==> src/rtl/wreq_sched_subo.sv <==
// Subordinate write-request scheduler: AW accept, data-channel start, line queue, B response.
// Optional macro WREQ_LENCHK_EN: reject awlen > 3 with SLVERR and skip the queue push.
// State table:  SIDLE | wait for AW    SDATA | burst in flight    SRESP | B pending    SDEFO | illegal-state trap
module wreq_sched_subo #(
    parameter int QDEPTH = 4
) (
    input  logic         clk,
    input  logic         rst,
    input  logic         awvalid,
    output logic         awready,
    input  logic [31:0]  awaddr,
    input  logic [7:0]   awlen,
    output logic         next_srq,
    input  logic         finish_swd,
    input  logic [127:0] wdat_s_data,
    output logic         sqfull_1,
    output logic         bvalid,
    input  logic         bready,
    output logic [1:0]   bresp,
    output logic         wq_valid,
    output logic [31:0]  wq_addr,
    output logic [127:0] wq_data,
    input  logic         wq_pop
);

    localparam int PW = $clog2(QDEPTH);
    localparam int CW = PW + 1;
    localparam logic [CW-1:0] CNT_FULL  = CW'(QDEPTH);
    localparam logic [CW-1:0] CNT_NEAR  = CW'(QDEPTH - 1);
    localparam logic [CW-1:0] CNT_ONE   = CW'(1);
    localparam logic [PW-1:0] PTR_ONE   = PW'(1);

    typedef enum logic [1:0] {
        SIDLE = 2'b00,
        SDATA = 2'b01,
        SRESP = 2'b10,
        SDEFO = 2'b11
    } state_t;

    state_t          r_state;
    state_t          w_state_nxt;
    logic [CW-1:0]   r_count;
    logic [CW-1:0]   w_count_nxt;
    logic [PW-1:0]   r_wptr;
    logic [PW-1:0]   r_rptr;
    logic            r_next_srq;
    logic            r_sqfull;
    logic [1:0]      r_bresp;
    logic [31:0]     r_addr;
    logic [31:0]     r_mem_addr [QDEPTH];
    logic [127:0]    r_mem_data [QDEPTH];

    logic            w_aw_space;
    logic            w_aw_fire;
    logic            w_push;
    logic            w_pop;
    logic            w_resp_ld;
    logic            w_len_err;
    logic [1:0]      w_bresp_nxt;
    logic            w_unused;

`ifdef WREQ_LENCHK_EN
    logic [7:0]      r_len;

    always_ff @(posedge clk) begin
        if (w_aw_fire) r_len <= awlen;
    end

    assign w_len_err = (r_len > 8'd3);
    assign w_unused  = 1'b0;
`else
    // Without the check the length has no effect; only the legal bits are kept.
    logic [1:0]      r_len;

    always_ff @(posedge clk) begin
        if (w_aw_fire) r_len <= awlen[1:0];
    end

    assign w_len_err = 1'b0;
    assign w_unused  = ^{awlen[7:2], r_len};
`endif

    assign w_aw_space  = (r_count < CNT_FULL);
    assign w_bresp_nxt = w_len_err ? 2'b10 : 2'b00;
    assign w_pop       = wq_pop && (r_count != '0);

    always_comb begin
        w_state_nxt = r_state;
        w_aw_fire   = 1'b0;
        w_push      = 1'b0;
        w_resp_ld   = 1'b0;
        awready     = 1'b0;
        case (r_state)
            SIDLE: begin
                awready = w_aw_space;
                if (awvalid && w_aw_space) begin
                    w_aw_fire   = 1'b1;
                    w_state_nxt = SDATA;
                end
            end
            SDATA: begin
                if (finish_swd) begin
                    w_resp_ld   = 1'b1;
                    w_push      = !w_len_err;
                    w_state_nxt = SRESP;
                end
            end
            SRESP: begin
                if (bready) w_state_nxt = SIDLE;
            end
            default: w_state_nxt = SDEFO;
        endcase
    end

    always_comb begin
        w_count_nxt = r_count;
        case ({w_push, w_pop})
            2'b10:   w_count_nxt = r_count + CNT_ONE;
            2'b01:   w_count_nxt = r_count - CNT_ONE;
            default: w_count_nxt = r_count;
        endcase
    end

    always_ff @(posedge clk) begin
        if (rst) begin
            r_state    <= SIDLE;
            r_count    <= '0;
            r_wptr     <= '0;
            r_rptr     <= '0;
            r_next_srq <= 1'b0;
            r_sqfull   <= 1'b0;
            r_bresp    <= 2'b00;
        end else begin
            r_state    <= w_state_nxt;
            r_count    <= w_count_nxt;
            r_next_srq <= w_aw_fire;
            r_sqfull   <= (w_count_nxt >= CNT_NEAR);
            if (w_resp_ld) r_bresp <= w_bresp_nxt;
            if (w_push)    r_wptr  <= r_wptr + PTR_ONE;
            if (w_pop)     r_rptr  <= r_rptr + PTR_ONE;
        end
    end

    // Storage and the address latch carry no reset; count gates their visibility.
    always_ff @(posedge clk) begin
        if (w_aw_fire) r_addr <= awaddr;
        if (w_push) begin
            r_mem_addr[r_wptr] <= r_addr;
            r_mem_data[r_wptr] <= wdat_s_data;
        end
    end

    assign next_srq = r_next_srq;
    assign sqfull_1 = r_sqfull;
    assign bvalid   = (r_state == SRESP);
    assign bresp    = r_bresp;
    assign wq_valid = (r_count != '0);
    assign wq_addr  = r_mem_addr[r_rptr];
    assign wq_data  = r_mem_data[r_rptr];

endmodule

==> config.mk <==
export PLATFORM = sky130hd
export DESIGN_NAME = wreq_sched_subo
export DESIGN_NICKNAME = d
export VERILOG_FILES = /design/src/rtl/wreq_sched_subo.sv
export SDC_FILE = /design/constraint.sdc
export NUM_CORES = 1
export LEC_CHECK = 0
export BUFFER_PORTS_ARGS = -buffer_cell sky130_fd_sc_hd__buf_2
export CORE_MARGIN = 5
export CORE_UTILIZATION = 50
export CTS_CLUSTER_SIZE = 30
export DETAILED_ROUTE_END_ITERATION = 8
export PLACE_DENSITY = 0.78
export REMOVE_ABC_BUFFERS = 1
export SYNTH_ARGS = -nofsm -noshare
export SYNTH_HDL_FRONTEND = slang
export SYNTH_SLANG_ARGS = --single-unit
==> constraint.sdc <==
create_clock -name clk -period 6.1 [get_ports clk]
set_clock_uncertainty 0.1 [all_clocks]
set_input_delay 0.915 -clock clk [delete_from_list [all_inputs] [get_ports clk]]
set_output_delay 0.915 -clock clk [all_outputs]
set_load 0.05 [all_outputs]
==> impl_metrics.csv <==
group,metric,value,unit
global_route,grt_pass1_vias,11900,
worst_setup_path,endpoint_kind,"output port",
yosys,netlist.area_leader.share,0.816,
sta,slew_headroom,0.352,
power_and_ir_drop,netSwitchingFraction,0.311,
power_and_ir_drop,combPwrFrac,0.245,
sta,rsz0062_at_grt,"false",
yosys,ys_seq_area_frac,0.826,
global_route,grt_pass1_wl,72900,um
sta,clock.fmax,258,MHz
yosys,synth_seq_cells,685,
worst_setup_path,cp.arrival,2.85,ns
power_and_ir_drop,p_leak,9.66,nW
global_route,grt_max_degree,144,
sta,period_needed,3.87,ns
worst_setup_path,reg2reg_depth,4,
routing,drt-wirelength-per-cell,23.6,um
die,start_util,0.505,
power_and_ir_drop,switchingPower,4.04,mW
clock_tree,cts.clk_slew.worst_paths,0.06,ns
layout,areaGrowthSynthToFinish,18.8,%
worst_setup_path,cp_slowest_cell,"mux4_2",
routing,vias_per_cell,5.43,
min_path,hold_end,"r_mem_addr[2][31]",
sta,worstMarginPinSlew,0.972,ns
global_route,use_met1,0.241,
clock_tree,cts.repair.resized,0,
worst_setup_path,r2r_slack,3.38,ns
yosys,synth_area,24700,um2
global_route,antenna_found_initial,9,
sta,drv_slew,0,
layout,instances_no_fill,2039,
worst_setup_path,critPathKind,"register to output port",
die,rows,81,
worst_setup_path,r2r-start,"r_state[1]",
power_and_ir_drop,seqPwrFrac,0.440,
routing,via_count,11077,
job,cap_violations,0,
min_path,hp-start,"r_addr[31]",
layout,num-nets-final,1501,
yosys,synth_top_area_cell,"edfxtp_1",
clock_tree,htreeDepth,3,
sta,period_share,0.634,
clock_tree,cts_tree,"yes",
clock_tree,cts-buffers-inserted,69,
yosys,synthTopCellsByArea,"edfxtp_1 82%, mux4_2 15%, dfxtp_1 1.1%, buf_6 0.50%, ha_1 0.46%",
placement,dpl.hpwl,27300,um
layout,final_common_cell,"edfxtp_1",
layout,fillerInstances,3379,
yosys,ys_warn_count,0,
placement,pre_cts_ws,2.83,ns
clock_tree,cts_setup_buffers,0,
routing,drt-initial-drc-count,670,
worst_setup_path,crit_required,5.08,ns
yosys,ys_types,33,
sta,setup_violations,0,
layout,drive_gt1_frac,0.438,
worst_setup_path,crit_fanout,76,
die,die_y,232,um
routing,routed_wirelength,48100,um
sta,setup_ws,2.23,ns
global_route,grt_use_met2,0.290,
layout,final_area,29400,um2
power_and_ir_drop,clock_power_share,0.315,
global_route,top_usage_layer,"met2",
min_path,hold_class,"register to register",
min_path,whs_path_depth,0,
die,die_area,54000,um2
worst_setup_path,rr_endpoint,"r_mem_data[2][26]",
die,coreArea,49000,um2
global_route,met3_usage,0.0553,
clock_tree,worstSkewPairLatency,0.59,ns
power_and_ir_drop,totalPowerFinal,13.0,mW
die,die_w,232,um
yosys,avgSynthCellArea,26.2,um2
placement,port_buffers,330,
worst_setup_path,cpPeakStageDelay,0.63,ns
power_and_ir_drop,p_int,8.93,mW
worst_setup_path,cp_cell_sequence,"buf_12, mux4_2, buf_2",
die,pin_count,341,
routing,ant_nets,0,
run_status,status,"finished clean",
clock_tree,cts.root.buffer_cell,"clkbuf_16",
placement,placed_cell_area,27200,um2
worst_setup_path,start_kind,"register",
sta,hold_violations,0,
routing,dr.pass1.iters,4,
power_and_ir_drop,pwr_density_cell,441,nW/um2
placement,dp_cells,1910,
sta,fin_tns_setup,0,ns
power_and_ir_drop,vdd_drop_max,0.377,mV
clock_tree,cts_num_sinks,685,
layout,final_cell_mix,"672 x edfxtp_1, 330 x buf_2, 160 x mux4_2",
routing,drc,0,
yosys,syn_inst,944,
global_route,grt_use_total,0.180,
global_route,grt-ovfl-total,0,
clock_tree,hold_buffers,0,
clock_tree,cts.path.max_buffers,3,
placement,gp_congestion,0.755,
power by group through the flow:
stage | Combinational, mW | Sequential [mW] | Clock [mW]
3_3_place_gp | 3.20 | 5.78 | 0
6_report | 3.17 | 5.71 | 4.08
3_5_place_dp | 3.21 | 5.81 | 0
4_1_cts | 3.23 | 5.72 | 4.19
5_1_grt | 3.33 | 5.74 | 4.40
2_1_floorplan | 2.37 | 5.97 | 0
critical path, delay by kind of cell (launching register included):
kind	cells	cell delay [ns]
buffers and inverters	2	0.61
DFF	1	0.62
muxes	1	0.63
worst max-delay path by stage:
stage	start	end	slack, ns	depth (start not counted)
finish	register	wq_addr[4]	2.23	3
global route	register	wq_addr[4]	2.07	3
CTS	register	wq_data[107]	2.16	3
detailed placement	register	wq_data[107]	2.83	3
global placement	register	wq_data[50]	2.85	3
floorplan	register	wq_addr[0]	-2.48	1
per-stage QoR:
stage | hold WS (ns) | util
after floorplan | 0.359 | -
after global placement | 0.365 | 0.555
after detailed placement | 0.384 | 0.555
after CTS | 0.353 | 0.600
after global routing | 0.357 | 0.600
final | 0.393 | 0.600
flip-flops by register name, summed over array words and instances, names as in the netlist, named ones only:
signal      cells
r_state         2
r_wptr          2
r_count         3
r_addr         32
sqfull_1        1
r_mem_data    512
r_mem_addr    128
next_srq        1
r_rptr          2
metal layers:
| metal | part of all wire | routed length (um) | vias up |
|---|---|---|---|
| met1 | 0.39 | 18900 | 5816 |
| li1 | - | - | 4814 |
| met2 | 0.50 | 24200 | 355 |
| met3 | 0.079 | 3800 | 86 |
| met5 | 0.00083 | 40 | - |
| met4 | 0.023 | 1110 | 6 |
synth_stat cells:
library cell / number
nand3_1: 1
mux4_2: 160
o21ai_0: 1
a21o_1: 1
nor2_1: 9
dfxtp_1: 13
nand2_1: 4
o21bai_1: 1
buf_2: 19
fa_1: 1
a222oi_1: 1
a21oi_1: 1
or3_1: 1
nor2b_1: 3
a22oi_1: 1
buf_4: 2
buf_6: 11
mux2_2: 1
clkbuf_1: 7
o311ai_0: 1
edfxtp_1: 672
mux2i_1: 2
xor2_1: 2
conb_1: 1
and3_1: 4
or4_1: 1
and2_1: 1
ha_1: 9
o31a_1: 1
nand2b_1: 2
o211ai_1: 1
inv_1: 6
xnor2_1: 3
area by class of cell:
cell class                      count  area [um2]  area share
Inverter                            6        22.5    0.000767
Sequential cell                   685       20400       0.696
Timing Repair Buffer              340        1810      0.0618
Multi-Input combinational cell    215        4040       0.137
Clock inverter                     35         347      0.0118
Clock buffer                       88        1860      0.0633
Antenna cell                        6        15.0    0.000511
Tap cell                          664         831      0.0283
cell families after synthesis:
logic type / Yosys count / synth area share
AO/OA/AOI/OAI: 9 / 0.00273
XOR/XNOR: 5 / 0.00177
adder cells (fa/ha/maj): 10 / 0.00536
buffers and inverters: 45 / 0.0114
flip-flops: 685 / 0.826
multiplexers: 163 / 0.147
other: 1 / 0.000152
AND/OR/NAND/NOR: 26 / 0.00526
(Power assumes the default switching activity.)
